[config.mk]
export PLATFORM = sky130hd
export DESIGN_NAME = bf16_mul_arbiter
export DESIGN_NICKNAME = d
export VERILOG_FILES = /design/src/rtl/bf16_mul_arbiter.sv
export SDC_FILE = /design/constraint.sdc
export NUM_CORES = 1
export LEC_CHECK = 0
export BUFFER_PORTS_ARGS = -buffer_cell sky130_fd_sc_hd__clkbuf_2
export CORE_MARGIN = 3
export CORE_UTILIZATION = 46
export DETAILED_ROUTE_END_ITERATION = 10
export PLACE_DENSITY_LB_ADDON = 0.3
export SETUP_SLACK_MARGIN = 0.05
export SLEW_MARGIN = 20
export SYNTH_ARGS = -nofsm -noshare
export SYNTH_HDL_FRONTEND = slang
export SYNTH_SLANG_ARGS = --single-unit
[constraint.sdc]
create_clock -name clk -period 5.5 [get_ports clk]
set_input_delay 1.1 -clock clk [delete_from_list [all_inputs] [get_ports clk]]
set_output_delay 1.1 -clock clk [all_outputs]
set_load 0.03 [all_outputs]
[src/rtl/bf16_mul_arbiter.sv]
// Round-robin arbiter sharing one pipelined bfloat16 multiplier between NREQ requesters.
// A {valid, id} tag pipeline follows each operand pair so its product goes back to the requester that issued it.
module bf16_mul_arbiter #(
    parameter int NREQ    = 4,
    parameter int MUL_LAT = 1,
    parameter int IDW     = 2
) (
    input  logic                           clk,
    input  logic                           rst_n,
    input  logic                           flush,
    input  logic [NREQ-1:0]                req_valid,
    output logic [NREQ-1:0]                req_ready,
    input  logic [16*NREQ-1:0]             req_a,
    input  logic [16*NREQ-1:0]             req_b,
    output logic [15:0]                    mul_a,
    output logic [15:0]                    mul_b,
    input  logic [15:0]                    mul_c,
    output logic [NREQ-1:0]                resp_valid,
    output logic [15:0]                    resp_c,
    output logic [IDW-1:0]                 resp_id,
    output logic [$clog2(MUL_LAT+2)-1:0]   in_flight
);

    localparam int CW = $clog2(MUL_LAT+2);
    localparam logic [NREQ-1:0] ONE = {{(NREQ-1){1'b0}}, 1'b1};

    logic [IDW-1:0] ptr;
    logic [IDW-1:0] ptr_next;
    logic [IDW-1:0] grant_id;
    logic           grant_found;
    logic           issue;
    logic           resp_fire;
    logic [IDW:0]   scan_idx;

    logic [MUL_LAT:0] tag_v;
    logic [IDW-1:0]   tag_id [MUL_LAT+1];

    // Search upward from ptr with wrap; the first valid requester wins.
    always_comb begin
        grant_found = 1'b0;
        grant_id    = '0;
        scan_idx    = '0;
        for (int k = 0; k < NREQ; k++) begin
            scan_idx = {1'b0, ptr} + (IDW+1)'(k);
            if (scan_idx >= (IDW+1)'(NREQ))
                scan_idx = scan_idx - (IDW+1)'(NREQ);
            if (!grant_found && req_valid[scan_idx[IDW-1:0]]) begin
                grant_found = 1'b1;
                grant_id    = scan_idx[IDW-1:0];
            end
        end
    end

    always_comb begin
        issue     = grant_found & ~flush;
        req_ready = issue ? (ONE << grant_id) : '0;
        ptr_next  = (grant_id == IDW'(NREQ-1)) ? '0 : grant_id + 1'b1;
        resp_fire = tag_v[MUL_LAT] & ~flush;
    end

    always_ff @(posedge clk or negedge rst_n) begin
        if (!rst_n) begin
            ptr       <= '0;
            mul_a     <= '0;
            mul_b     <= '0;
            tag_v     <= '0;
            for (int s = 0; s <= MUL_LAT; s++)
                tag_id[s] <= '0;
            in_flight <= '0;
        end else begin
            if (issue) begin
                mul_a <= req_a[16*grant_id +: 16];
                mul_b <= req_b[16*grant_id +: 16];
                ptr   <= ptr_next;
            end else begin
                mul_a <= '0;
                mul_b <= '0;
            end
            if (flush)
                tag_v <= '0;
            else
                tag_v <= {tag_v[MUL_LAT-1:0], issue};
            tag_id[0] <= grant_id;
            for (int s = 1; s <= MUL_LAT; s++)
                tag_id[s] <= tag_id[s-1];
            if (flush)
                in_flight <= '0;
            else
                in_flight <= in_flight + CW'(issue) - CW'(resp_fire);
        end
    end

    // The final tag stage lines up with mul_c; a flush edge also swallows that product.
    always_ff @(posedge clk or negedge rst_n) begin
        if (!rst_n) begin
            resp_valid <= '0;
            resp_c     <= '0;
            resp_id    <= '0;
        end else if (resp_fire) begin
            resp_valid <= ONE << tag_id[MUL_LAT];
            resp_c     <= mul_c;
            resp_id    <= tag_id[MUL_LAT];
        end else begin
            resp_valid <= '0;
        end
    end

endmodule

==> results.md <==
- Outcome: finished clean
- Vias in the first global route: ~2,900
- Max-slew headroom: a little over a third
- Synthesized instance count: between 200 and 300
- Clk slew on worst S/H paths: roughly 0.070 ns
- Synth Flop Type: dfrtp_1
- Htree depth: 3
- Total of warnings raised by yosys: 0
- Die ar.: a little over 8000 um^2
- Worst Hold Class: reg2reg
- GRT Total Usage: 20.7%
- Via count: between 2,000 and 3,000
- Hold_buf cts: 0
- Multi-input gate area in the final layout: between 1500 and 2000 um^2
- Top cells by area, synth: dfrtp_1 48%, mux2i_1 20%, o22ai_2 11%
- Avg Cell Area, Syn: approximately 12 um^2
- Congestion Overflow GR: 0
- # rows: 30
- Final antenna-violating net count: 0
- Share of layout cells above drive strength 1: between 50% and 60%
- Fin worst setup slack: 1.96 ns
- PostCTS Resize Cnt: 0
- Comb power frac: 44.4%
- Internal Pwr Total: between 0.001 and 0.0015 W
- Period utilization: between 60% and 70%
- CTS max path bufs: 2
- I/O pin total: 211
- Leakage: 2.61 nW
- Clk pwr share: 21.6%
- Min Clock Period, post-route: around 3.5 ns
- DRC Markers: 0
- Asr flop ratio synth: 100%
- Worst skew pair latency: 0.32 ns
- Max_cap viols: 0
- Initial DRT Pass Iterations: 4
- Number of enable flip-flop cells after synthesis: 0
- Share of the synthesized area in the top cell type: 48.2%
- Vias per cell: between 4 and 5
- Starting Density: 48.1%
- Fill cells: around 580
- Die Wd: 91.0 um
- Final #Nets: approximately 640
- Syn Nets: between 400 and 500
- Register area share after synthesis: just under 50%
- Initial drt markers: 95
- Arrival time worst endpoint: roughly 2.4 ns
- TritonCTS clock tree: yes
- Post-synth top cells: 65 x mux2i_1, 64 x dfrtp_1, 55 x nand2_1, 30 x o22ai_2, 6 x ha_1
- Cell Area, Synth: ~3300 um^2
- Antenna Cells: 0
- Initial antenna violation count: 0
- Net Sw Power: ~0.00072 W
- CTS root buffer: clkbuf_8
- Unique masters post-synth: 34
- Critical Path Fanout Max: 5
- FF/Latch Area: about 1600 um^2
- Largest net degree at the start of global routing: 65
- Most frequent cell after synthesis: mux2i_1
- Post-CTS setup buffer count: 0
- Max Clk Rate: around 280 MHz
- #FFs+latches synth: 64
- # setup viols final: 0
- Final core utilization: approximately two thirds
- First-pass GRT wire length: about 14,000 um
- Port buffer count: 210
- Post-place setup slack: 1.95 ns
- Power per Cell Area: 401 nW/um^2
- Area Growth Syn to Fin: 37.2%
- Core area: about 6900 um^2
- Worst-Margin Slew: 0.956 ns
- Critical Path End Type: primary output
- Net Sw Frac: 39.5%
- Die H: approximately 91 um
- Setup TNS: 0 ns
- RSZ-0062 raised after global routing: false
- Sink Count: between 60 and 70
- Type of the worst setup path: in2out
- Post-DP HPWL: ~6800 um
- VDD IR-drop max: about 0.15 mV
- Num CTS Buffers: 9
- Routed len/inst: between 10 and 15 um
- Final-report hold violation count: 0
- CP Launch Type: primary input
- Clock Skews: about 0.011 ns
- Max Slew Vio Count: 0
- CP required: 4.40 ns
- Area leader, netlist: dfrtp_1
- RD Place Congestion: about 0.81
- Register share of total power: between 30 and 40%
- Drt total wl: approximately 8600 um
cell type report:
cell class | instances | area share, %
sequential | 64 | 35.2
multi-input combinational | 186 | 34.0
timing repair buffer | 212 | 23.4
clock buffer | 11 | 3.10
tap | 96 | 2.64
clock inverter | 5 | 1.24
inverter | 6 | 0.494
critical path, stage by stage:
cell and delay [ns]:
clkbuf_2 0.14, mux2i_1 0.09, and2_4 0.18, nor3_4 0.31, inv_2 0.11, ha_1 0.21
and2_1 0.13, clkbuf_2 0.17
flip-flops by register name, summed over array words and instances (netlist names):
| signal | cells |
|---|---|
| resp_id | 2 |
| mul_a | 16 |
| in_flight | 2 |
| resp_c | 16 |
| tag_v | 2 |
| tag_id | 4 |
| ptr | 2 |
| mul_b | 16 |
| resp_valid | 4 |
cells by family after synthesis:
group                      after synthesis  synth area share [%]
and+or+nand+nor                         75                  10.6
muxes                                   66                  19.9
DFF                                     64                  48.2
AOI/OAI and AO/OA                       37                  13.0
buffers and inverters                   23                  5.50
adders and majority gates                6                  2.26
xor gates and xnor gates                 2                 0.528
power by group through the flow:
stage	sequential (W)	clock (W)	combinational, W
detailed placement	0.000631	0	0.000823
floorplan	0.000807	0	0.000440
CTS	0.000623	0.000405	0.000825
finish	0.000622	0.000394	0.000812
global placement	0.000628	0	0.000805
global route	0.000635	0.000429	0.000869
final timing paths:
check,startpoint,to,slack (ns),cells after the start
max,req_valid[1],req_ready[0],1.96,8
min,tag_id[2],tag_id[0],0.35,0
max reg2reg,tag_v[1],in_flight[1],2.99,8
min reg2reg,tag_id[2],tag_id[0],0.35,0
max in group asynchronous,rst_n,ptr[0],4.05,2
min in group asynchronous,rst_n,mul_b[2],0.94,2
metrics by stage:
stage                     total power [W]  cells  cell area (um^2)  hold WS [ns]
after global placement            0.00143    564              4360         0.332
after detailed placement          0.00145    564              4360         0.336
after floorplan                   0.00125    273              3320         0.331
after global routing              0.00193    580              4560         0.360
after CTS                         0.00185    580              4560         0.352
final                             0.00183    580              4560         0.348
layout by cell type (no fill, tap or decap), types with 2 or more instances in the layout:
| cell type | instances |
|---|---|
| a21oi_1 | 2 |
| and2_1 | 4 |
| buf_4 | 2 |
| clkbuf_2 | 209 |
| clkbuf_8 | 10 |
| clkinv_2 | 2 |
| dfrtp_1 | 64 |
| ha_1 | 6 |
| inv_1 | 4 |
| inv_2 | 2 |
| mux2i_1 | 65 |
| nand2_1 | 55 |
| nand2_4 | 2 |
| nor2_1 | 2 |
| nor2b_1 | 2 |
| nor3b_1 | 2 |
| o22ai_1 | 2 |
| o22ai_2 | 30 |
routing by layer:
layer / vias up / wire (um) / track usage, %
met4: 0 / 96 / 6.66
met3: 6 / 602 / 5.39
met2: 119 / 4420 / 35.8
li1: 1365 / - / -
met5: - / 0 / 0
met1: 1326 / 3480 / 25.3
No activity file was read; power rests on OpenSTA's default activity.
